## config.mk

```make
export PLATFORM = sky130hd
export DESIGN_NAME = heat_cmd_sequencer
export DESIGN_NICKNAME = d
export VERILOG_FILES = /design/src/rtl/heat_cmd_pkg.sv /design/src/rtl/heat_cmd_sequencer.sv
export SDC_FILE = /design/constraint.sdc
export NUM_CORES = 1
export LEC_CHECK = 0
export BUFFER_PORTS_ARGS = -buffer_cell sky130_fd_sc_hd__buf_2
export CORE_MARGIN = 3
export CORE_UTILIZATION = 32
export CTS_CLUSTER_DIAMETER = 60
export DETAILED_ROUTE_END_ITERATION = 8
export GPL_ROUTABILITY_DRIVEN = 0
export HOLD_SLACK_MARGIN = 0.12
export PLACE_DENSITY = 0.54
export SLEW_MARGIN = 0
export SYNTH_ARGS = -nofsm -noshare
export SYNTH_HDL_FRONTEND = slang
export SYNTH_SLANG_ARGS = --single-unit
```

## constraint.sdc

```tcl
create_clock -name clk -period 4.1 [get_ports clk]
set_clock_uncertainty 0.1 [all_clocks]
set_input_delay 0.41 -clock clk [delete_from_list [all_inputs] [get_ports clk]]
set_output_delay 0.41 -clock clk [all_outputs]
set_load 0.05 [all_outputs]
```

## src/rtl/heat_cmd_pkg.sv

```systemverilog
// Shared definitions for the heat-solver command sequencer.
//   cmd_mode_e : solver bus command modes (drives solver ui_in[7:6])
//   ADDR_*     : solver configuration register addresses
//   state_e    : sequencer FSM states
package heat_cmd_pkg;

  typedef enum logic [1:0] {
    MODE_RUN  = 2'b00,
    MODE_NOP  = 2'b01,
    MODE_READ = 2'b10,
    MODE_CFG  = 2'b11
  } cmd_mode_e;

  localparam logic [5:0] ADDR_ALPHA  = 6'b000000;
  localparam logic [5:0] ADDR_SOURCE = 6'b000101;
  localparam logic [5:0] ADDR_INIT   = 6'b000111;

  typedef enum logic [2:0] {
    S_IDLE,
    S_CFG_ALPHA,
    S_CFG_SRC,
    S_CFG_INIT,
    S_RUN,
    S_READ,
    S_HOLD
  } state_e;

endpackage

```

## src/rtl/heat_cmd_sequencer.sv

```systemverilog
// Heat-solver command sequencer. On start it configures the solver (alpha,
// heat source, initial pattern), issues iter_count*CELLS RUN cycles, reads the
// max-temperature cell index back and offers it on a valid/ready handshake.
// Ports:
//   clk, rst_n            clock, asynchronous active-low reset
//   start, abort          begin a job (IDLE only) / cancel a running job
//   alpha_cfg, src_en,
//   init_pat, iter_count  job parameters, latched on start
//   cmd_mode/addr/data    solver command bus (ui_in[7:6], ui_in[5:0], uio_in)
//   resp                  solver response (uo_out); [5:0] holds the cell index
//   busy                  job in progress
//   result, result_valid,
//   result_ready          result handshake
module heat_cmd_sequencer
  import heat_cmd_pkg::*;
#(
  parameter int unsigned CELLS    = 64,
  parameter int unsigned ITER_W   = 8,
  parameter int unsigned READ_LAT = 2
) (
  input  logic              clk,
  input  logic              rst_n,
  input  logic              start,
  input  logic              abort,
  input  logic [7:0]        alpha_cfg,
  input  logic              src_en,
  input  logic [7:0]        init_pat,
  input  logic [ITER_W-1:0] iter_count,
  output logic [1:0]        cmd_mode,
  output logic [5:0]        cmd_addr,
  output logic [7:0]        cmd_data,
  input  logic [7:0]        resp,
  output logic              busy,
  output logic [5:0]        result,
  output logic              result_valid,
  input  logic              result_ready
);

  localparam int unsigned RUN_W = ITER_W + $clog2(CELLS);
  localparam int unsigned LAT_W = (READ_LAT > 1) ? $clog2(READ_LAT + 1) : 1;

  state_e            state_q;
  cmd_mode_e         cmd_mode_q;
  logic [5:0]        cmd_addr_q;
  logic [7:0]        cmd_data_q;
  logic              busy_q;
  logic [5:0]        result_q;
  logic              result_valid_q;
  logic [RUN_W-1:0]  run_cnt_q;
  logic [LAT_W-1:0]  rd_cnt_q;
  logic [7:0]        alpha_q;
  logic              src_q;
  logic [7:0]        pat_q;
  logic [ITER_W-1:0] iter_q;

  // Only the cell index bits of the response are meaningful.
  logic unused_resp_hi;
  assign unused_resp_hi = ^resp[7:6];

  // Outputs are registered alongside the state they belong to, so every bus
  // value is loaded on the edge that enters its state.
  always_ff @(posedge clk or negedge rst_n) begin
    if (!rst_n) begin
      state_q        <= S_IDLE;
      cmd_mode_q     <= MODE_NOP;
      cmd_addr_q     <= '0;
      cmd_data_q     <= '0;
      busy_q         <= 1'b0;
      result_q       <= '0;
      result_valid_q <= 1'b0;
      run_cnt_q      <= '0;
      rd_cnt_q       <= '0;
      alpha_q        <= '0;
      src_q          <= 1'b0;
      pat_q          <= '0;
      iter_q         <= '0;
    end else if (abort && state_q != S_IDLE) begin
      // Abort beats everything, including a capture on the final READ edge.
      state_q        <= S_IDLE;
      cmd_mode_q     <= MODE_NOP;
      cmd_addr_q     <= '0;
      cmd_data_q     <= '0;
      busy_q         <= 1'b0;
      result_valid_q <= 1'b0;
      run_cnt_q      <= '0;
      rd_cnt_q       <= '0;
    end else begin
      unique case (state_q)
        S_IDLE: begin
          if (start && !abort) begin
            alpha_q    <= alpha_cfg;
            src_q      <= src_en;
            pat_q      <= init_pat;
            iter_q     <= iter_count;
            busy_q     <= 1'b1;
            state_q    <= S_CFG_ALPHA;
            cmd_mode_q <= MODE_CFG;
            cmd_addr_q <= ADDR_ALPHA;
            cmd_data_q <= alpha_cfg;
          end
        end
        S_CFG_ALPHA: begin
          state_q    <= S_CFG_SRC;
          cmd_mode_q <= MODE_CFG;
          cmd_addr_q <= ADDR_SOURCE;
          cmd_data_q <= {7'b0, src_q};
        end
        S_CFG_SRC: begin
          state_q    <= S_CFG_INIT;
          cmd_mode_q <= MODE_CFG;
          cmd_addr_q <= ADDR_INIT;
          cmd_data_q <= pat_q;
        end
        S_CFG_INIT: begin
          cmd_addr_q <= '0;
          cmd_data_q <= '0;
          if (iter_q != '0) begin
            state_q    <= S_RUN;
            cmd_mode_q <= MODE_RUN;
            run_cnt_q  <= RUN_W'(iter_q) * RUN_W'(CELLS);
          end else begin
            state_q    <= S_READ;
            cmd_mode_q <= MODE_READ;
            rd_cnt_q   <= LAT_W'(READ_LAT);
          end
        end
        S_RUN: begin
          if (run_cnt_q == RUN_W'(1)) begin
            state_q    <= S_READ;
            cmd_mode_q <= MODE_READ;
            run_cnt_q  <= '0;
            rd_cnt_q   <= LAT_W'(READ_LAT);
          end else begin
            run_cnt_q <= run_cnt_q - RUN_W'(1);
          end
        end
        S_READ: begin
          if (rd_cnt_q <= LAT_W'(1)) begin
            result_q       <= resp[5:0];
            result_valid_q <= 1'b1;
            state_q        <= S_HOLD;
            cmd_mode_q     <= MODE_NOP;
            rd_cnt_q       <= '0;
          end else begin
            rd_cnt_q <= rd_cnt_q - LAT_W'(1);
          end
        end
        S_HOLD: begin
          if (result_ready) begin
            result_valid_q <= 1'b0;
            busy_q         <= 1'b0;
            state_q        <= S_IDLE;
          end
        end
        default: begin
          state_q    <= S_IDLE;
          cmd_mode_q <= MODE_NOP;
          cmd_addr_q <= '0;
          cmd_data_q <= '0;
          busy_q     <= 1'b0;
        end
      endcase
    end
  end

  assign cmd_mode     = cmd_mode_q;
  assign cmd_addr     = cmd_addr_q;
  assign cmd_data     = cmd_data_q;
  assign busy         = busy_q;
  assign result       = result_q;
  assign result_valid = result_valid_q;

endmodule

```

# After elaboration in Yosys (flattened, before gate mapping)

Index checks and enable logic that the tools add are counted.

Bitwise gates (word level): 1
Add/sub/neg operators: 2
Order comparisons: 1
Equal/unequal tests: 16
Multiplexer cells: 34
Reductions and logical operators: 21

Operators by type and width:

| operator                                                               | count |
|---|---|
| 14-bit 2-to-1 mux                                                      | 3 |
| 8-bit case mux with 4 select lines                                     | 1 |
| 14-bit case mux with 2 select lines                                    | 1 |
| 6-bit case mux with 4 select lines                                     | 1 |
| 3-bit case mux with 7 select lines                                     | 1 |
| 3-bit != test, second input constant                                   | 6 |
| 2-bit 2-to-1 mux                                                       | 8 |
| 8-bit 2-to-1 mux                                                       | 2 |
| 3-bit 2-to-1 mux                                                       | 5 |
| 3-bit AND reduction                                                    | 5 |
| 14-bit by 1-bit equality test with 1-bit output, second input constant | 1 |
| 14-bit by 1-bit subtractor with 14-bit output, second input constant   | 1 |
| 6-bit 2-to-1 mux                                                       | 2 |
| 2-bit case mux with 6 select lines                                     | 1 |
| 3-bit equality test, second input constant                             | 3 |
| 3-bit nonzero test                                                     | 3 |
| 4-bit AND reduction                                                    | 2 |
| 8-bit nonzero test                                                     | 1 |
| 3-bit by 2-bit equality test with 1-bit output, second input constant  | 2 |
| 1-bit 2-to-1 mux                                                       | 6 |
| 2-bit case mux with 3 select lines                                     | 1 |
| 5-bit OR reduction                                                     | 1 |
| 2-bit by 1-bit != test with 1-bit output, second input constant        | 2 |
| 2-bit AND reduction                                                    | 2 |
| other kinds (13)                                                       | 14 |

Output and inout bits: 24
Register bits: 60
Word-level logic and storage cells: 87
Bits of input ports: 38

# Depth between registers and ports, before layout

Gate-level depths: netlist (run 1).

Depth after elaboration: 5
Depth in mapped cells: 8
Depth with buffers taken out: 7

# Worst setup path before layout (run 1)

No wires, ideal clock.

Kind: flip-flop to flip-flop
Start: register run_cnt_q[1]
End: register cmd_mode_q[1], in the netlist cmd_mode[1]
Library setup time: 0.128 ns
Arrival: 1.995 ns
Buffers on the path: 0
Stages on the path, launching flop included: 8
Clock period less this slack: 2.223 ns
Path slack: 1.877 ns
Required time: 3.872 ns
Cell sequence: dfrtp_1 -> inv_1 -> ha_1 -> or4b_4 -> nor4_4 -> nor2_2 -> a221oi_4 -> mux2_1

Longest elaborated chain between the ends: 3

Ends and longest elaborated chain:

| item                                            | RTL line                  | RTL |
|---|---|---|
| from (decl)                                     | heat_cmd_sequencer.sv:49  | `logic [RUN_W-1:0] run_cnt_q;` |
| from (signal assigned)                          | heat_cmd_sequencer.sv:120 | `run_cnt_q <= RUN_W'(iter_q) * RUN_W'(CELLS);` |
| from (signal assigned)                          | heat_cmd_sequencer.sv:134 | `run_cnt_q <= run_cnt_q - RUN_W'(1);` |
| 14-bit by 1-bit equality test with 1-bit output | heat_cmd_sequencer.sv:128 | `if (run_cnt_q == RUN_W'(1)) begin` |
| 3-bit != test (no source line)                  | -                         |  |
| 4-bit AND reduction (no source line)            | -                         |  |
| to (signal assigned)                            | heat_cmd_sequencer.sv:123 | `cmd_mode_q <= MODE_READ;` |
| to (signal assigned)                            | heat_cmd_sequencer.sv:130 | `cmd_mode_q <= MODE_READ;` |
| to (signal assigned)                            | heat_cmd_sequencer.sv:142 | `cmd_mode_q <= MODE_NOP;` |
| to (decl)                                       | heat_cmd_sequencer.sv:43  | `cmd_mode_e cmd_mode_q;` |

No other way between the ends.
A chain may end at the register's enable or synchronous reset.

# Final worst setup path (run 1)

Start: register state_q[0]
End: register cmd_mode_q[1], in the netlist cmd_mode[1]

Longest elaborated chain between the ends: 4
Elaborated cells between the ends (all ways): 17
Classes of those cells: eq/ne (10); mux (2); reduce/logical (5)

Ends and longest elaborated chain:

| item                                                                     | RTL line                  | RTL |
|---|---|---|
| from (decl)                                                              | heat_cmd_sequencer.sv:42  | `state_e state_q;` |
| from (signal assigned)                                                   | heat_cmd_sequencer.sv:64  | `state_q <= S_IDLE;` |
| from (signal assigned)                                                   | heat_cmd_sequencer.sv:79  | `state_q <= S_IDLE;` |
| from (signal assigned)                                                   | heat_cmd_sequencer.sv:96  | `state_q <= S_CFG_ALPHA;` |
| 3-bit by 2-bit equality test with 1-bit output (tied with other cells)   | heat_cmd_sequencer.sv:88  | `unique case (state_q)` |
| 2-bit OR reduction (no source line) or 1-bit logical AND (tied branches) | -                         |  |
| 2-bit case mux with 6 select lines (tied with other cells)               | heat_cmd_sequencer.sv:88  |  |
| 2-bit 2-to-1 mux or 4-bit AND reduction (tied branches)                  | -                         |  |
| to (signal assigned)                                                     | heat_cmd_sequencer.sv:80  | `cmd_mode_q <= MODE_NOP;` |
| to (signal assigned)                                                     | heat_cmd_sequencer.sv:97  | `cmd_mode_q <= MODE_CFG;` |
| to (signal assigned)                                                     | heat_cmd_sequencer.sv:104 | `cmd_mode_q <= MODE_CFG;` |

Parallel ways exist; a longest one is shown, timed or not.

==> key figures, run 1 <==
Status
  – Status: finished, final reports clean

GRT
  – Initial antenna violation count: 0
  – First-pass GRT wire length: between 10000 and 15000 um
  – GR Overflow Total: 0
  – Largest net degree at the start of global routing: 34
  – Vias in the first global route: approximately 2300
  – Overall Global Routing Usage: a little over an eighth

Routing
  – Vias/cell: between 5 and 6
  – Routed wire length: between 7000 and 8000 um
  – DRC: 0
  – WL met2: ~3300 um
  – Routed WL per cell: between 15 and 20 um
  – Met3 wire length: 290 um
  – Drt initial violations: ~100
  – Met1 wire length: 3420 um
  – First drt pass iteration count: 4
  – Top Layer Used: met4
  – Vias: 2455
  – Antenna viol nets, final: 0

STA
  – Setup TNS: 0 ns
  – RSZ-0062 raised after global routing: no
  – Setup violations, final: 0
  – Final hold slack: around 0.21 ns
  – Slew HR: a little over two fifths
  – Endpoints failing hold: 0
  – Crit path time final: between 2 and 3 ns
  – Tcrit/Tclk final: approximately three fifths
  – Worst Max-Slew Pin Slew: just under 0.9 ns
  – Max-slew violations: 0
  – Fmax: about 400 MHz

Clocking
  – Worst-Skew Late Latency: 0.32 ns
  – # clock sinks: between 50 and 60
  – Clock transition at path regs: around 0.11 ns
  – CTS buffer count: 5
  – H-tree depth: 2
  – Root Buffer: clkbuf_8
  – # resized after CTS: 0
  – Post CTS Setup Buffer Count: 0
  – Bufs on Longest Clock Path: 2
  – CTS tree: built

Power and ir drop
  – Power density cells: between 500 and 600 mW/mm^2
  – Power Total: between 1.5 and 2 mW
  – VDD IR max: about 0.00021 V
  – Clock Power Share: about 17%
  – Switching pwr: between 0.8 and 0.9 mW
  – Comb pwr share: about two fifths
  – Seq pwr share: approximately 43%
  – Leakage: 1.53 nW
  – Int Pwr: between 1 and 1.5 mW
  – Sw Ratio: between 40% and 50%

Logic synthesis
  – Synth Register Bits: 56
  – Ys async rst share: 100%
  – Post-Syn Area: slightly below 0.003 sq mm
  – Post-synth top flop: dfrtp_1
  – Seq/Total Area, Yosys: a little under half
  – Yosys Warn Count: 0
  – Syn Inst Count: 300
  – Number of library cell types mapped by synthesis: 52
  – Mean Syn Cell Area: about 9.8 sq um
  – Post-synth EDFFs: 0

Critical path
  – R2R cell count: 5
  – Worst setup path start: state_q[0]
  – Worst Path Arrival: between 2 and 3 ns
  – Worst setup endpoint: cmd_mode[1]
  – R2R Path End: cmd_mode[1]
  – Crit Path Class: flip-flop to flip-flop
  – Reg2reg start: state_q[0]
  – FF-to-FF setup slack: about 1.6 ns
  – WP data required: ~4.2 ns
  – Crit-path max FO: 26
  – Crit. End Element: flip-flop
  – Critical Path Start Type: flip-flop

Floorplan
  – Horiz. Die Dim: 102 um
  – Starting Density: between 30% and 40%
  – Boundary pin count: 62
  – Die area: between 0.01 and 0.015 sq mm
  – Core Area: a little under 0.009 sq mm
  – Die Ht: 102 um
  – Num rows: 34

Final layout
  – P&R area growth vs syn: 15.8%
  – Most common cell after layout, fill and taps aside: buf_2
  – # diodes: 0
  – # nets final: 391
  – Share of cells above drive strength 1: between 20% and 30%
  – Commonest non-fill, non-tap cells in the layout: buf_2, dfrtp_1, o21ai_0, nand2_1, mux2_2

Min path
  – HP Class: primary input to flip-flop

Placement
  – Post-DP HPWL: 5190 um
  – IO Port Bufs: between 50 and 60

Run
  – Max-cap violations: 0
-- worst min-delay path by stage --
stage / from / cells past startpoint / endpoint
2_1_floorplan: rst_n / 0 / busy
3_3_place_gp: rst_n / 1 / cmd_data[5]
3_5_place_dp: rst_n / 1 / cmd_data[5]
4_1_cts: iter_count[5] / 2 / iter_q[5]
5_1_grt: init_pat[4] / 2 / pat_q[4]
6_report: init_pat[4] / 2 / pat_q[4]
-- state kept, by name, summed over array words and instances, names as in the netlist --
name          cells
busy              1
cmd_addr          2
cmd_data          8
cmd_mode          2
iter_q            8
pat_q             8
rd_cnt_q          2
result            6
result_valid      1
run_cnt_q        14
src_q             1
state_q           3
-- cell type report --
class                           count  area, sq um
Fill cell                         895         5440
Multi-Input combinational cell    217         1420
Sequential cell                    56         1400
Timing Repair Buffer               60          313
Tap cell                          108          135
Clock buffer                        5         68.8
Inverter                           11         41.3
Clock inverter                      3         27.5
-- critical path, stage by stage (launching register included) --
cell      delay (ns)
dfrtp_1         0.66
nor2_1          0.41
nand2_1         0.30
nor2_2          0.55
a221oi_4        0.07
mux2_1          0.34
-- cells by family after synthesis --
kind of cell | count (synthesis) | synth area share [%]
AOI/OAI and AO/OA | 87 | 18.9
and+or+nand+nor | 93 | 16.3
DFF | 56 | 47.6
buffers and inverters | 29 | 4.37
adders and majority gates | 2 | 0.849
other | 1 | 0.127
muxes | 32 | 11.9
-- power groups by stage --
stage / Sequential, mW / Combinational (mW) / Clock (mW)
after CTS: 0.842 / 0.776 / 0.339
after detailed placement: 0.853 / 0.772 / 0
after global routing: 0.869 / 0.841 / 0.360
final: 0.845 / 0.774 / 0.329
after global placement: 0.850 / 0.766 / 0
after floorplan: 0.971 / 0.452 / 0
-- synth_stat cells, types with 2 or more instances --
cell,instances,area [sq um]
a32oi_1,4,35.0
buf_2,4,20.0
nor2_1,21,78.8
or4_1,2,15.0
o21ai_0,36,180
clkbuf_1,9,33.8
a31oi_1,9,56.3
buf_4,4,30.0
inv_1,11,41.3
nor3_1,11,55.1
a21oi_1,15,75.1
ha_1,2,25.0
dfrtp_1,55,1380
nand2_1,29,109
mux2_2,23,259
o2bb2ai_1,2,17.5
nor4_1,5,31.3
nand3_1,5,25.0
a21o_1,2,15.0
o21a_1,2,15.0
a22oi_1,3,22.5
or3_1,4,25.0
mux2i_1,8,80.1
nor2b_1,4,25.0
nand2b_1,2,12.5
a22o_1,2,17.5
-- stage by stage --
stage / std cells / utilization, % / setup WS [ns] / area (sq um)
after global placement: 451 / 37.3 / 1.59 / 3300
after CTS: 460 / 38.5 / 1.56 / 3410
after detailed placement: 451 / 37.3 / 1.58 / 3300
after global routing: 460 / 38.5 / 1.39 / 3410
after floorplan: 302 / - / 1.88 / 2950
final: 460 / 38.5 / 1.56 / 3410
-- routing by layer --
| layer | up-vias | GRT usage, % |
|---|---|---|
| met5 | - | 0 |
| met4 | 0 | 4.54 |
| met3 | 12 | 2.80 |
| met2 | 55 | 20.9 |
| met1 | 1191 | 19.4 |
| li1 | 1197 | - |
-- repair_timing --
action | in CTS | in global routing
hold endpoints to repair | 23 | 0
setup endpoints to repair | 0 | 0
hold buffers | 1 | 0
Note: power is estimated with default switching activity, not from simulation.
==> inputs of run 2 (changes only) <==
==> constraint.sdc (replaced) <==
create_clock -name clk -period 2.45 [get_ports clk]
set_clock_uncertainty 0.1 [all_clocks]
set_input_delay 0.245 -clock clk [delete_from_list [all_inputs] [get_ports clk]]
set_output_delay 0.245 -clock clk [all_outputs]
set_load 0.05 [all_outputs]
==> run 2 against run 1 <==
Wire length rose by 5.2%. Critical path depth rose by 3. Highest routed layer unchanged. Worst setup slack got worse by 1.4 ns. Clock-buffer cell count did not move. Combinational power rose by 80%. Non-clock buffer count rose by 36. Utilization rose by 3.9 points.
==> key figures, run 2 (synthesized netlist as in run 1, its figures left out) <==
Power and ir drop
  – Leakage: roughly 1.7 nW
  – Power density cells: between 800 and 900 mW/mm^2
  – VDD IR max: between 0.0004 and 0.0005 V

Routing
  – Vias/cell: between 5 and 6
  – Drt initial violations: 90
  – Antenna viol nets, final: 0
  – Routed wire length: around 7500 um
  – Vias: between 2000 and 3000
  – DRC: 0
  – First drt pass iteration count: 4
  – Routed WL per cell: around 15 um

Critical path
  – Crit-path max FO: 6
  – Crit Path Class: flip-flop to flip-flop
  – FF-to-FF setup slack: between 0.1 and 0.15 ns
  – Worst Path Arrival: between 2 and 2.5 ns
  – WP data required: 2.56 ns
  – Reg2reg start: run_cnt_q[0]
  – R2R Path End: run_cnt_q[12]
  – Buf/Inv on CP: 2
  – Critical Path Start Type: flip-flop
  – Slowest stage delay, CP: roughly 0.66 ns
  – Crit. End Element: flip-flop
  – Family with the most delay on the worst path: simple AND/OR/NAND/NOR gates
  – Critical path's slowest cell: or4b_2
  – Critical-path cell list: inv_1, ha_1, or4b_2, nor4_2, buf_4, a21oi_1, o21ai_0, nand2_1
  – R2R cell count: 8

STA
  – Worst Max-Slew Pin Slew: just over 0.7 ns
  – Max-slew violations: 0
  – Slew HR: between 50% and 60%
  – Crit path time final: between 2 and 2.5 ns
  – Fmax: 433 MHz
  – RSZ-0062 raised after global routing: no
  – Endpoints failing hold: 0
  – Tcrit/Tclk final: about 94%
  – Setup TNS: 0 ns
  – Setup violations, final: 0
  – Final hold slack: between 0.1 and 0.15 ns

Final layout
  – Commonest non-fill, non-tap cells in the layout: buf_2, dfrtp_1, o21ai_0, nand2_1, dlygate4sd3_1
  – P&R area growth vs syn: 27.4%
  – # nets final: 427
  – Most common cell after layout, fill and taps aside: buf_2
  – # diodes: 0
  – Top reg by flops: run_cnt_q
  – Share of cells above drive strength 1: between 20% and 30%
  – Max FFs per register: 14
  – Fin util: 42.4%

Placement
  – Post-DP HPWL: approximately 5400 um
  – IO Port Bufs: 56

Floorplan
  – Horiz. Die Dim: ~100 um
  – Die area: 0.0104 sq mm
  – Boundary pin count: 62
  – Starting Density: 33.3%
  – Core Area: 0.00885 sq mm
  – Die Ht: between 100 and 150 um
  – Num rows: 34

Clocking
  – # clock sinks: 56
  – H-tree depth: 2
  – Clock transition at path regs: 0.11 ns
  – CTS tree: built
  – CTS buffer count: 5
  – Root Buffer: clkbuf_8
  – Bufs on Longest Clock Path: 2
  – Post CTS Setup Buffer Count: 0
  – Worst-Skew Late Latency: around 0.32 ns

Status
  – Status: finished, final reports clean

Min path
  – HP Class: primary input to flip-flop
  – Hold Crit Depth: 3
  – Hold endpoint: cmd_data[1]
  – Hold Startpoint: alpha_cfg[1]

GRT
  – Largest net degree at the start of global routing: 57
  – Vias in the first global route: 2492
  – Overall Global Routing Usage: between 10 and 15%
  – Initial antenna violation count: 0
  – First-pass GRT wire length: approximately 12000 um
  – GR Overflow Total: 0

Run
  – Max-cap violations: 0
[run 2: cell types whose count changed in the layout (fill, tap and decap cells not counted), sizes merged]
cell and change:
buf +9, dlygate4sd3 +27
[run 2: worst max-delay path by stage]
stage                        startpoint       endpoint  slack [ns]  cells past startpoint
after floorplan            run_cnt_q[1]    cmd_mode[1]        0.23                      7
after global placement     run_cnt_q[1]    cmd_mode[1]        0.12                      7
after detailed placement   run_cnt_q[1]    cmd_mode[1]        0.06                      7
after global routing      run_cnt_q[10]    cmd_mode[1]        0.03                      5
final                      run_cnt_q[0]  run_cnt_q[12]        0.14                      8
after CTS                  run_cnt_q[1]    cmd_mode[1]        0.04                      7
[run 2: stage by stage]
| step | area, sq um | setup slack [ns] | std cells | total power [mW] |
|---|---|---|---|---|
| floorplan | 2950 | 0.227 | 302 | 2.38 |
| global placement | 3370 | 0.120 | 460 | 2.74 |
| detailed placement | 3370 | 0.0597 | 460 | 2.76 |
| CTS | 3750 | 0.0413 | 496 | 3.34 |
| global route | 3750 | 0.0305 | 496 | 3.56 |
| finish | 3750 | 0.141 | 496 | 3.35 |
[run 2: timing repair]
action / in CTS / in global routing
gates resized for setup: 0 / 1
endpoints found under the setup margin: 0 / 3
hold endpoints to repair: 82 / 0
hold buffers: 28 / 0
[run 2: cell type report]
class | count | area (sq um)
fillers | 874 | 5090
multi-input cells | 217 | 1430
flip-flops and latches | 56 | 1400
repair buffers | 96 | 651
well taps | 108 | 135
clock buffers | 5 | 68.8
inverters | 11 | 41.3
clock inverters | 3 | 27.5
[run 2: layer usage]
metal  vias to the layer above  share of wire [%]  track usage, %
met3                         6                4.2            3.14
met2                        62                 48            23.8
met1                      1264                 47            19.3
li1                       1269                  -               -
met4                         0               0.85            3.53
met5                         -                  0               0
[run 2: report_power, final]
group | internal (mW) | leakage, nW | switching (mW)
combinational | 0.511 | 0.933 | 0.879
sequential | 1.17 | 0.710 | 0.237
clock | 0.211 | 0.0463 | 0.334
[run 2: worst reg2reg max path: cells and delay by family, from the launching register on]
kind,cells,cell delay [ns]
AND/OR/NAND/NOR,3,0.98
flip-flops,1,0.45
buffers and inverters,2,0.24
adder cells (fa/ha/maj),1,0.23
AO/OA/AOI/OAI,2,0.21
==> inputs of run 3 (changes only) <==
--- a/config.mk
+++ b/config.mk
@@ -6,6 +6,7 @@
 export NUM_CORES = 1
 export LEC_CHECK = 0
 export BUFFER_PORTS_ARGS = -buffer_cell sky130_fd_sc_hd__buf_2
+export CORE_ASPECT_RATIO = 0.75
 export CORE_MARGIN = 3
 export CORE_UTILIZATION = 32
 export CTS_CLUSTER_DIAMETER = 60
==> run 3 against run 2 <==
Clock-buffer cell count unchanged. Wire length up 2.5%. Die area increased by 0.11%. Combinational power up 4%. First-iteration DRC count up 100%. Worst setup slack gained 0.049 ns. Register-to-register slack improved by 0.05 ns. Critical path depth fell by 3. Non-clock buffer count grew 6. Hold slack better by 0.013 ns. Critical endpoint is now cmd_mode[1].
==> key figures, run 3 (synthesized netlist as in run 1, its figures left out) <==
Power and ir drop
  – VDD IR max: approximately 0.00047 V
  – Int Pwr: roughly 2.1 mW
  – Comb pwr share: around two fifths
  – Sw Ratio: between 40 and 50%
  – Clock Power Share: 20.1%
  – Power density cells: ~940 mW/mm^2
  – Switching pwr: 1.48 mW
  – Leakage: ~1.7 nW
  – Seq pwr share: between 30% and 40%

Routing
  – Routed wire length: between 7000 and 8000 um
  – Drt initial violations: ~180
  – Antenna viol nets, final: 0
  – Vias: between 2000 and 3000
  – Vias/cell: 5.14
  – Routed WL per cell: around 15 um
  – First drt pass iteration count: 4
  – DRC: 0

Floorplan
  – Starting Density: between 30 and 40%
  – Horiz. Die Dim: between 100 and 150 um
  – Die Ht: 89.1 um
  – Die area: between 0.01 and 0.015 sq mm
  – Num rows: 29
  – Boundary pin count: 62
  – Core Area: between 0.008 and 0.009 sq mm

Placement
  – IO Port Bufs: 56
  – Dpl cells: 470
  – Post-DP HPWL: around 5700 um

Final layout
  – Fillers: 871
  – Share of cells above drive strength 1: between 20% and 30%
  – # diodes: 0
  – Max FFs per register: 14
  – Most common cell after layout, fill and taps aside: buf_2
  – # nets final: between 400 and 500
  – P&R area growth vs syn: 30.1%
  – Top reg by flops: run_cnt_q
  – Layout Cells excl Fill: roughly 500
  – Fin util: 44.0%
  – Commonest non-fill, non-tap cells in the layout: buf_2, dfrtp_1, o21ai_0, nand2_1, dlygate4sd3_1

Clocking
  – H-tree depth: 2
  – Post CTS Setup Buffer Count: 0
  – Worst-Skew Late Latency: approximately 0.29 ns
  – Clock transition at path regs: 0.07 ns
  – CTS tree: built
  – # clock sinks: 56
  – Root Buffer: clkbuf_16
  – CTS buffer count: 5
  – # resized after CTS: 0
  – Bufs on Longest Clock Path: 2

Status
  – Status: finished, final reports clean

GRT
  – Largest net degree at the start of global routing: 22
  – Vias in the first global route: roughly 2400
  – Overall Global Routing Usage: between 10% and 20%
  – First-pass GRT wire length: ~12000 um
  – GR Overflow Total: 0
  – Initial antenna violation count: 0

Critical path
  – Worst Path Arrival: roughly 2.3 ns
  – Crit. End Element: flip-flop
  – Critical path's slowest cell: or4_1
  – Crit Path Class: flip-flop to flip-flop
  – Crit-path max FO: 6
  – Slowest stage delay, CP: a little under 0.6 ns
  – Critical Path Start Type: flip-flop
  – Critical-path cell list: or4_1, nor4_4, nor2_2, a221oi_4, mux2_1
  – WP data required: 2.53 ns

STA
  – Setup violations, final: 0
  – Final hold slack: approximately 0.13 ns
  – Endpoints failing hold: 0
  – Slew HR: between 50% and 60%
  – Tcrit/Tclk final: 92.2%
  – RSZ-0062 raised after global routing: no
  – Worst Max-Slew Pin Slew: 0.635 ns
  – Setup TNS: 0 ns
  – Crit path time final: between 2 and 2.5 ns
  – Max-slew violations: 0
  – Fmax: between 400 and 500 MHz

Run
  – Max-cap violations: 0

Min path
  – HP Class: primary input to flip-flop
run 3: cell types whose count changed in the layout (fill, tap and decap cells not counted), sizes merged:
cell | before | now
dlygate4sd3 | 28 | 24
buf | 68 | 78
clkinv | 1 | 2
clkinvlp | 1 | 0
run 3: what timing repair did:
action	in CTS	in global routing
hold endpoints to repair	42	0
setup endpoints to repair	0	3
hold buffers	24	0
run 3: worst max-delay path, delay by kind of cell, from the launching register on:
| kind | cells | cell delay (ns) |
|---|---|---|
| AOI/OAI and AO/OA | 1 | 0.25 |
| DFF | 1 | 0.44 |
| muxes | 1 | 0.35 |
| and+or+nand+nor | 3 | 1.00 |
run 3: final cells by class:
cell class                 instances  area, sq um  area share, %
inverter                          11         41.3           1.08
tap                              108          135           3.52
timing repair buffer             102          686           17.9
clock buffer                       5          125           3.26
sequential                        56         1400           36.6
multi-input combinational        217         1420           37.1
clock inverter                     3         22.5          0.587
run 3: layer usage:
| metal | GRT usage (%) | vias to the layer above | wire length, um |
|---|---|---|---|
| met4 | 3.44 | 0 | 62 |
| met2 | 20.3 | 80 | 3260 |
| met5 | 0 | - | 0 |
| met3 | 2.91 | 5 | 456 |
| met1 | 24.4 | 1216 | 3910 |
| li1 | - | 1277 | - |
run 3: final timing paths:
check | from | to | slack [ns] | depth (start not counted)
min in group asynchronous | rst_n | pat_q[1] | 0.35 | 2
setup reg to reg | run_cnt_q[10] | cmd_mode[1] | 0.19 | 5
hold / removal | alpha_cfg[4] | cmd_data[4] | 0.13 | 3
max in group asynchronous | rst_n | cmd_mode[0] | 1.20 | 3
hold reg to reg | cmd_mode[0] | cmd_mode[0] | 0.38 | 2
setup / recovery | run_cnt_q[10] | cmd_mode[1] | 0.19 | 5
run 3: power groups by stage:
stage	logic, mW	registers (mW)	clock network [mW]
3_3_place_gp	1.40	1.42	0
3_5_place_dp	1.41	1.43	0
5_1_grt	1.58	1.46	0.776
2_1_floorplan	0.756	1.63	0
4_1_cts	1.45	1.41	0.744
6_report	1.45	1.42	0.720
run 3: through the flow:
step | total power, mW | cell area, sq um | worst slack, ns
floorplan | 2.38 | 2950 | 0.227
global placement | 2.82 | 3450 | 0.124
detailed placement | 2.84 | 3450 | 0.100
CTS | 3.60 | 3830 | 0.0891
global route | 3.82 | 3830 | 0.0414
finish | 3.59 | 3830 | 0.190
